$ cat src/rtl/mux_pkg.sv
// Shared types and helpers for the pipelined N-way select mux.
// Occupancy states, legal N bounds and the select range test.
package mux_pkg;

    typedef enum logic [1:0] {
        EMPTY = 2'd0,
        ONE   = 2'd1,
        TWO   = 2'd2
    } mux_state_t;

    localparam int MUX_N_MIN = 2;
    localparam int MUX_N_MAX = 16;

    function automatic logic sel_in_range(
        input logic [31:0] sel,
        input int          n
    );
        return (sel < 32'(n));
    endfunction

endpackage

$ cat src/rtl/mux_skid_buf.sv
// Two-entry skid buffer: full throughput with a registered in_ready.
// Main register drives the output; skid absorbs one word under stall.
module mux_skid_buf
    import mux_pkg::*;
#(
    parameter int WIDTH = 32
) (
    input  logic             clk,
    input  logic             reset,
    input  logic [WIDTH-1:0] in_data,
    input  logic             in_valid,
    output logic             in_ready,
    output logic [WIDTH-1:0] out_data,
    output logic             out_valid,
    input  logic             out_ready
);

    mux_state_t       state_q;
    mux_state_t       state_d;
    logic [WIDTH-1:0] main_q;
    logic [WIDTH-1:0] skid_q;
    logic             in_ready_q;
    logic             out_valid_q;
    logic             in_fire;
    logic             out_fire;
    logic             load_main;
    logic             main_from_skid;
    logic             load_skid;

    assign in_fire   = in_valid & in_ready_q;
    assign out_fire  = out_valid_q & out_ready;
    assign in_ready  = in_ready_q;
    assign out_valid = out_valid_q;
    assign out_data  = main_q;

    always_comb begin
        state_d        = state_q;
        load_main      = 1'b0;
        main_from_skid = 1'b0;
        load_skid      = 1'b0;
        unique case (state_q)
            EMPTY: begin
                if (in_fire) begin
                    load_main = 1'b1;
                    state_d   = ONE;
                end
            end
            ONE: begin
                if (in_fire && out_fire) begin
                    load_main = 1'b1;
                end else if (out_fire) begin
                    state_d = EMPTY;
                end else if (in_fire) begin
                    load_skid = 1'b1;
                    state_d   = TWO;
                end
            end
            TWO: begin
                // Upstream is stalled here, so in_valid plays no part.
                if (out_fire) begin
                    main_from_skid = 1'b1;
                    state_d        = ONE;
                end
            end
            default: begin
                state_d = EMPTY;
            end
        endcase
    end

    always_ff @(posedge clk) begin
        if (reset) begin
            state_q     <= EMPTY;
            main_q      <= '0;
            skid_q      <= '0;
            in_ready_q  <= 1'b1;
            out_valid_q <= 1'b0;
        end else begin
            state_q     <= state_d;
            in_ready_q  <= (state_d != TWO);
            out_valid_q <= (state_d != EMPTY);
            if (load_main) begin
                main_q <= in_data;
            end else if (main_from_skid) begin
                main_q <= skid_q;
            end
            if (load_skid) begin
                skid_q <= in_data;
            end
        end
    end

endmodule

$ cat src/rtl/mux_nx1_pipe.sv
// Pipelined N-way select with valid/ready on both sides.
// Define MUX_SEL_CHECK_EN to build the sticky out-of-range sel_err flag.
module mux_nx1_pipe
    import mux_pkg::*;
#(
    parameter  int WIDTH = 32,
    parameter  int N     = 4,
    localparam int SEL_W = $clog2(N)
) (
    input  logic               clk,
    input  logic               reset,
    input  logic [N*WIDTH-1:0] in_data,
    input  logic [SEL_W-1:0]   in_sel,
    input  logic               in_valid,
    output logic               in_ready,
    output logic [WIDTH-1:0]   out_data,
    output logic               out_valid,
    input  logic               out_ready,
    output logic               sel_err
);

    logic [WIDTH-1:0] word;

    // Out-of-range selects fall through every lane compare and yield 0.
    always_comb begin
        word = '0;
        for (int k = 0; k < N; k++) begin
            if (in_sel == SEL_W'(k)) begin
                word = in_data[k*WIDTH +: WIDTH];
            end
        end
    end

    mux_skid_buf #(
        .WIDTH (WIDTH)
    ) u_skid (
        .clk       (clk),
        .reset     (reset),
        .in_data   (word),
        .in_valid  (in_valid),
        .in_ready  (in_ready),
        .out_data  (out_data),
        .out_valid (out_valid),
        .out_ready (out_ready)
    );

`ifdef MUX_SEL_CHECK_EN
    logic sel_err_q;
    logic in_fire;

    assign in_fire = in_valid & in_ready;
    assign sel_err = sel_err_q;

    always_ff @(posedge clk) begin
        if (reset) begin
            sel_err_q <= 1'b0;
        end else if (in_fire && !sel_in_range(32'(in_sel), N)) begin
            sel_err_q <= 1'b1;
        end
    end
`else
    assign sel_err = 1'b0;
`endif

endmodule

$ cat config.mk
export PLATFORM = sky130hd
export DESIGN_NAME = mux_nx1_pipe
export DESIGN_NICKNAME = d
export VERILOG_FILES = /design/src/rtl/mux_pkg.sv /design/src/rtl/mux_skid_buf.sv /design/src/rtl/mux_nx1_pipe.sv
export SDC_FILE = /design/constraint.sdc
export NUM_CORES = 1
export LEC_CHECK = 0
export CORE_ASPECT_RATIO = 0.75
export CORE_MARGIN = 1.5
export CORE_UTILIZATION = 38
export CTS_CLUSTER_SIZE = 10
export DETAILED_ROUTE_END_ITERATION = 12
export PLACE_DENSITY = 0.85
export REMOVE_ABC_BUFFERS = 1
export SYNTH_ARGS = -nofsm -noshare
export SYNTH_HDL_FRONTEND = slang
export SYNTH_SLANG_ARGS = --single-unit
$ cat constraint.sdc
create_clock -name clk -period 1.5 [get_ports clk]
set_input_delay 0.375 -clock clk [delete_from_list [all_inputs] [get_ports clk]]
set_output_delay 0.375 -clock clk [all_outputs]
set_load 0.005 [all_outputs]
After elaboration in Yosys (flattened, before gate mapping)
Index checks and enable logic that the tools add are counted.
{"block": "op_classes", "eq_ne": 6, "muxes": 20, "bitwise_logic": 2, "n_reduce_logical": 5}
{"operator": "$mux 32", "n": 6}
{"operator": "$mux 2", "n": 5}
{"operator": "$mux 1", "n": 7}
{"operator": "$eq 2x2->1 const B", "n": 3}
{"operator": "$pmux 2 s3", "n": 1}
{"operator": "$eq 2x1->1 const B", "n": 2}
{"operator": "$logic_not 2->1", "n": 2}
{"operator": "$reduce_bool 2->1", "n": 2}
{"operator": "$and 1x1->1", "n": 2}
{"operator": "$ne 2x2->1 const B", "n": 1}
{"operator": "$pmux 1 s2", "n": 1}
{"operator": "$logic_and 1x1->1", "n": 1}
{"block": "word_totals", "ff_bits": 68, "output_inout_bits": 35, "elab_cells": 38}

Depth between registers and ports, before layout
{"block": "logic_depth", "depth_word": 6, "mapped_depth": 5, "depth_no_buf": 3}

Modules after synthesis
Synthesis repeated with hierarchy kept, for this count alone.
{"block": "unflattened", "cells_unflattened": 387, "hier_area_um2": 3873.7}
{"module": "mux_skid_buf", "instances": 1, "cells_per_inst": 346, "area_each_um2": 3047.9, "seq_area_each_um2": 1361.3}
{"module": "mux_nx1_pipe", "instances": 1, "cells_per_inst": 41, "area_each_um2": 825.8, "seq_area_each_um2": 0.0}

Least setup slack after synthesis
OpenSTA, ideal clock, no wires.
{"block": "synth_path", "path_kind": "input port to flip-flop", "startpoint": "in in_sel[0]", "endpoint": "reg u_skid.skid_q[0]", "setup_time_ns": 0.132, "arrival_ns": 1.295, "path_slack_ns": 0.073, "path_stages": 5, "path_buffers": 2, "path_cell_list": "buf_6 buf_12 mux4_2 nand3_1 a21oi_1"}
{"block": "synth_via", "elab_chain_cells": 5, "word_cells_on_any_way": 8}
{"item": "start, declared", "line_no": "mux_nx1_pipe.sv:13", "source": "input logic [SEL_W-1:0] in_sel,"}
{"item": "$logic_not 2->1", "line_no": "mux_nx1_pipe.sv:28", "source": "if (in_sel == SEL_W'(k)) begin"}
{"item": "$mux 32 (3 in series)", "line_no": "mux_nx1_pipe.sv:28"}
{"item": "$mux 32 *", "line_no": "mux_nx1_pipe.sv:28"}
{"item": "end signal, assigned", "line_no": "mux_skid_buf.sv:88", "source": "skid_q <= in_data;"}
{"item": "end, declared", "line_no": "mux_skid_buf.sv:21", "source": "logic [WIDTH-1:0] skid_q;"}
Mark *: on every way between the ends. The rest lies on a longest branch, timed or not.
A chain may end at the register's enable or synchronous reset.

Worst setup path after layout
{"block": "layout_path", "startpoint": "in in_valid", "endpoint": "reg u_skid.in_ready_q (netlist: u_skid.in_ready)"}
{"block": "layout_via", "elab_chain_cells": 6, "word_cells_on_any_way": 8}
{"item": "start, declared", "line_no": "mux_nx1_pipe.sv:14", "source": "input logic in_valid,"}
{"item": "$and 1x1->1 *", "line_no": "mux_skid_buf.sv:30", "source": "assign in_fire = in_valid & in_ready_q;"}
{"item": "$mux 2", "line_no": "mux_skid_buf.sv:53", "source": "end else if (in_fire) begin"}
{"item": "$mux 2", "line_no": "mux_skid_buf.sv:51", "source": "end else if (out_fire) begin"}
{"item": "$mux 2", "line_no": "mux_skid_buf.sv:49", "source": "if (in_fire && out_fire) begin"}
{"item": "$pmux 2 s3 *", "line_no": "mux_skid_buf.sv:41", "source": "unique case (state_q)"}
{"item": "$ne 2x2->1 *", "line_no": "mux_skid_buf.sv:80", "source": "in_ready_q <= (state_d != TWO);"}
{"item": "end signal, assigned", "line_no": "mux_skid_buf.sv:80"}
{"item": "end, declared", "line_no": "mux_skid_buf.sv:22", "source": "logic in_ready_q;"}
Marks and branches as above.

==> results.py <==
metrics = {
    "outcome": {
        "status": "finished clean",
    },
    "worst_setup_path": {
        "critPathArrivalTime_ns": 1.66,
        "cp-start-kind": "primary input",
        "critPathTopFamily": "buffers and inverters",
        "worstPathRequired_ns": 1.72,
        "r2r_end": "u_skid.out_data[5]",
        "r2r_cells": 5,
        "crit_type": "primary input to register",
        "crit_fanout": 16,
        "cp.depth": 5,
        "cp-end-kind": "register",
        "path_buf_inv": 2,
        "cpMaxStageDelayCell": "clkdlybuf4s50_1",
        "regToRegStartpoint": "u_skid.state_q[1]",
        "crit_chain": "clkdlybuf4s50_1 -> and3b_2 -> buf_4 -> nand2_1 -> a21o_1",
        "cpPeakStageDelay_ns": 0.48,
        "ff2ff_setup_slack_ns": 0.11,
    },
    "cts": {
        "clock_sinks": 68,
        "cts_tree": "built",
        "cts-buffers-inserted": 9,
        "cts-root-buf": "clkbuf_16",
        "worstSkewPairLatency_ns": 0.33,
        "clk_pin_slew_worst_paths_ns": 0.05,
        "htreeDepth": 3,
        "clockBufferDepth": 2,
        "holdBufCountCts": 0,
    },
    "grt": {
        "overflow": 0,
        "antenna_found_initial": 0,
        "grt_util_all_layers": 0.211,
        "grt_pass1_wl_mm": 17.4,
        "grt_max_degree": 38,
        "first_global_vias": 3475,
    },
    "detailed_routing": {
        "drt_pass1_iterations": 4,
        "vias": 3338,
        "drc_errors": 0,
        "initialDrtViolationCount": 146,
        "wl_mm": 11.5,
        "antenna_left": 0,
        "via_per_inst": 5.44,
        "wl_per_cell_um": 18.7,
    },
    "synthesis": {
        "synth_area_leaders": "dfxtp_1 36%, mux4_2 18%, o2bb2ai_2 12%, mux2i_1 8.5%, a21oi_1 4.5%",
        "synth_cells": 314,
        "netlist-cell-type-count": 30,
        "avgSynthCellArea_um2": 12.0,
        "async_flop_share": 0,
        "synth_area_um2": 3770,
        "dominantRegCellSynth": "dfxtp_1",
        "synth_edf_count": 0,
        "synth_top_area_share": 0.361,
        "yosysTopAreaCell": "dfxtp_1",
        "yosysSeqAreaShare": 0.361,
        "ys_seq_elements": 68,
        "synth_warnings": 0,
    },
    "sta": {
        "rsz0062_at_grt": "no",
        "fin_crit_sh": 0.961,
        "max_freq_ghz": 0.693,
        "hold_viol_final": 0,
        "layout_min_cycle_time_ns": 1.44,
        "worst_slack_ns": 0.0579,
        "whs_ns": 0.473,
        "setup_viol": 0,
        "skew_ns": 0.00489,
        "slew_viol_final": 0,
    },
    "placed_design": {
        "postPlaceCellArea_um2": 5540,
        "hpwl_mm": 7.87,
        "numPortBuffers": 167,
        "gp_congestion": 0.720,
        "place_ws_ns": -0.439,
    },
    "floorplan": {
        "die-area_um2": 10500,
        "num_rows": 31,
        "io_pins": 169,
        "core_um2": 9660,
        "start_util": 0.390,
        "die_w_um": 118,
        "die_h_um": 89.3,
    },
    "final_layout": {
        "diodes": 0,
        "drive_gt1_frac": 0.224,
        "seq_area_um2": 1370,
        "final_cell_mix": "129 x clkdlybuf4s50_1, 65 x dfxtp_1, 35 x dlygate4sd2_1",
        "syn_to_final_growth_pct": 55.5,
        "final_common_cell": "clkdlybuf4s50_1",
        "final_nets": 612,
        "fillers": 779,
        "final_area_um2": 5860,
        "final_util": 0.607,
        "multi_input_area_um2": 2180,
    },
    "worst_hold_path": {
        "hold_start": "u_skid.skid_q[14]",
        "hold_class": "register to register",
        "hold_depth": 2,
        "whs_endpoint": "u_skid.skid_q[14]",
    },
    "power_and_ir_drop": {
        "p_per_area_nw_per_um2": 958,
        "vdd_drop_max_v": 0.000457,
        "p_leak_nw": 2.36,
    },
    "flow_run": {
        "maxCapViolCount": 0,
    },
}
[synth_stat cells, types with 2 or more instances]
library cell and number:
dfxtp_1 68, mux4_2 30, buf_12 3, nand2_1 3, clkbuf_1 9, o2bb2ai_2 30, a21oi_1 34, nand3_1 32
buf_6 5, buf_2 12, o21ai_0 32, mux2i_1 32, o2bb2ai_1 3, buf_4 4, mux4_1 2
[registers in the layout, indices dropped and copies added (netlist names)]
register          cells
u_skid.out_data      32
u_skid.skid_q        32
u_skid.state_q        2
u_skid.in_ready       1
u_skid.out_valid      1
[stage by stage]
stage,total power [mW],setup TNS (ns),cells
6_report,5.62,0,614
4_1_cts,5.60,-0.0528,610
3_5_place_dp,3.62,-21.93,595
3_3_place_gp,3.56,-19.79,595
5_1_grt,5.85,0,614
2_1_floorplan,2.73,-36.15,279
[worst register-to-register path, cell delays in order, from the launching register on]
cell and delay, ns:
dfxtp_1 0.34, buf_4 0.16, nand4b_1 0.15, buf_6 0.26, mux2i_1 0.29, o2bb2ai_2 0.09
[how the worst max path moves through the flow]
stage	startpoint	end	slack, ns
after CTS	in_valid	u_skid.out_data[30]	-0.05
after global placement	out_ready	u_skid.out_data[30]	-0.37
after floorplan	u_skid.out_valid	u_skid.out_data[0]	-1.03
final	in_valid	u_skid.in_ready	0.06
after detailed placement	out_ready	u_skid.out_data[30]	-0.44
after global routing	in_valid	u_skid.in_ready	0.004
[metal layers]
layer,global-route usage,vias to the layer above,share of wire
li1,-,1561,-
met1,0.239,1633,0.41
met2,0.405,134,0.52
met3,0.0529,10,0.060
met4,0.0543,0,0.0079
met5,0,-,0
[repair_timing]
action,4_1_cts,5_1_grt
gates resized for setup,41,4
pin swaps,0,2
hold endpoints to repair,0,0
setup buffers,0,2
cloned,0,2
endpoints found under the setup margin,66,52
[kinds of logic (layout without fill, tap and decap cells)]
group,after synthesis,count (layout),synth area share
other,1,1,0.000995
AND/OR/NAND/NOR,41,41,0.0627
AO/OA/AOI/OAI,104,105,0.228
buffers and inverters,35,202,0.0667
multiplexers,64,64,0.278
XOR/XNOR,1,1,0.00232
flip-flops,68,68,0.361
[layout make-up]
class,instances,area share
Clock buffer,10,0.0408
Clock inverter,5,0.00896
Multi-Input combinational cell,212,0.372
Sequential cell,68,0.233
Tap cell,132,0.0282
Timing Repair Buffer,187,0.317
[report_power, final]
part	leakage [nW]	internal (mW)	switching [mW]
clock	0.144	1.31	0.750
combinational	1.66	0.835	0.662
sequential	0.557	1.97	0.0884
Note: power is estimated with default switching activity, not from simulation.
==> RTL change: new RTL, same flow settings <==
Re-encode `mux_state_t` (3 states) as one-hot, 3 bits wide.
--- a/src/rtl/mux_pkg.sv
+++ b/src/rtl/mux_pkg.sv
@@ -2,10 +2,10 @@
 // Occupancy states, legal N bounds and the select range test.
 package mux_pkg;
 
-    typedef enum logic [1:0] {
-        EMPTY = 2'd0,
-        ONE   = 2'd1,
-        TWO   = 2'd2
+    typedef enum logic [2:0] {
+        EMPTY = 3'b001,
+        ONE   = 3'b010,
+        TWO   = 3'b100
     } mux_state_t;
 
     localparam int MUX_N_MIN = 2;
Behaviour: same outputs for any inputs over 4 cycles, from zero or initial values and one cycle with reset high; so few cycles prove little.
==> RTL change against the unedited design <==
Clock skew rose by 0.0021 ns. Synthesized cell count rose by 34%. Power fell by 0.13%. Synthesized area rose by 10%. Wire length rose by 34%. Sequential cell count rose by 1. Fmax fell by 2.8%. First-iteration DRC count rose to 4.0 times the old value. Core utilization rose by 3.1 points. Worst setup slack got worse by 0.042 ns. Cell area rose by 14%. Die area rose by 10%. Largest power group is now clock. Highest routed layer unchanged.
==> RTL change: results (changes against the unedited design) <==
outcome - finished, final reports clean (unchanged)
largest net degree at the start of global routing - 35 (was 38)
Leak - 2.27 nW (was 2.36 nW)
multiplexer share of the synthesized area - 17.8% (was 27.8%)
# nets final - 718 (was 612)
hold path endpoint - u_skid.skid_q[0]$_SDFFE_PP0P_ (was u_skid.skid_q[14]$_SDFFE_PP0P_)
top cells by area, synth - dfxtp_1 (33%), mux4_2 (16%), a311oi_1 (6.5%) (was dfxtp_1 (36%), mux4_2 (18%), o2bb2ai_2 (12%))
worst min path class - input port to flip-flop (was flip-flop to flip-flop)
Clock buf/inv share - 4.65% (was 4.97%)
GRT Resource Usage Total - 24.7% (was 21.1%)
Place WS - -0.437 ns (was -0.439 ns)
R2R Setup Slk - 0.02 ns (was 0.11 ns)
Detailed Place HPWL - 10000 um (was 7870 um)
DRT iter0 DRCs - 579 (was 146)
Multi-input gate area - 2610 um^2 (was 2180 um^2)
M1 WL - 5740 um (was 4690 um)
hold path start - reset (was u_skid.skid_q[14]$_SDFFE_PP0P_)
multi-input gate count - 285 (was 212)
global-route wire length before repair - 22,400 um (was 17,400 um)
Layout Skew - 0.00696 ns (was 0.00489 ns)
Reg2Reg Launch Point - u_skid.state_q[2]$_SDFF_PP0_ (was u_skid.state_q[1]$_SDFF_PP0_)
layout cell share with drive strength beyond 1 - 23.6% (was 22.4%)
vias in the first global route - 4,596 (was 3,475)
placed instance area - 6050 um^2 (was 5540 um^2)
DR WL met3 - 1900 um (was 689 um)
sequential fraction of the synthesis area - 33.2% (was 36.1%)
CP Max Fanout - 17 (was 16)
routability cong. - 0.741 (was 0.720)
Synth Area in XOR/XNOR - 0.210% (was 0.232%)
final WL - 15,300 um (was 11,500 um)
CP max stage cell - dfxtp_1 (was clkdlybuf4s50_1)
compound-cell area share of the yosys netlist - 26.6% (was 22.8%)
GR Util met3 - 7.34% (was 5.29%)
cell family with most CP delay - flip-flops (was buffers and inverters)
vias per cell - 6.50 (was 5.44)
WL met2 - 7450 um (was 5990 um)
Reg2Reg Capture Point - u_skid.out_data[8]$_SDFFE_PP0P_ (was u_skid.out_data[5]$_SDFFE_PP0P_)
met1 Usage GRT - 29.7% (was 23.9%)
==> RTL change: power breakdown <==
part           internal (mW)  leakage [nW]  total, mW  switching [mW]
sequential              1.95         0.564       2.01          0.0669
combinational          0.794          1.56       1.40           0.601
clock                   1.38         0.148       2.20           0.826
==> RTL change: metrics by stage <==
stage / hold WS, ns / setup TNS, ns / total power, mW / cells
finish: 0.372 / 0 / 5.61 / 725
global route: 0.361 / -0.0904 / 5.80 / 725
CTS: 0.360 / -0.00170 / 5.51 / 720
detailed placement: 0.465 / -24.03 / 3.40 / 702
global placement: 0.455 / -21.21 / 3.37 / 702
floorplan: 0.442 / -72.74 / 2.51 / 355
==> RTL change: worst max path at each step <==
| stage | startpoint | endpoint | slack [ns] | cells past startpoint |
|---|---|---|---|---|
| 2_1_floorplan | u_skid.state_q[2]$_SDFF_PP0_ | u_skid.out_data[10]$_SDFFE_PP0P_ | -1.15 | 3 |
| 3_3_place_gp | out_ready | u_skid.out_data[7]$_SDFFE_PP0P_ | -0.36 | 5 |
| 3_5_place_dp | out_ready | u_skid.out_data[7]$_SDFFE_PP0P_ | -0.44 | 5 |
| 4_1_cts | in_valid | u_skid.skid_q[8]$_SDFFE_PP0P_ | -0.002 | 6 |
| 5_1_grt | u_skid.state_q[1]$_SDFF_PP0_ | u_skid.out_data[8]$_SDFFE_PP0P_ | -0.04 | 5 |
| 6_report | u_skid.state_q[2]$_SDFF_PP0_ | u_skid.out_data[8]$_SDFFE_PP0P_ | 0.02 | 5 |
==> RTL change: timing repair <==
action / 4_1_cts / 5_1_grt
pin swaps: 2 / 5
resized for setup: 42 / 47
setup buffers: 1 / 2
cloned: 1 / 3
endpoints found under the setup margin: 78 / 65
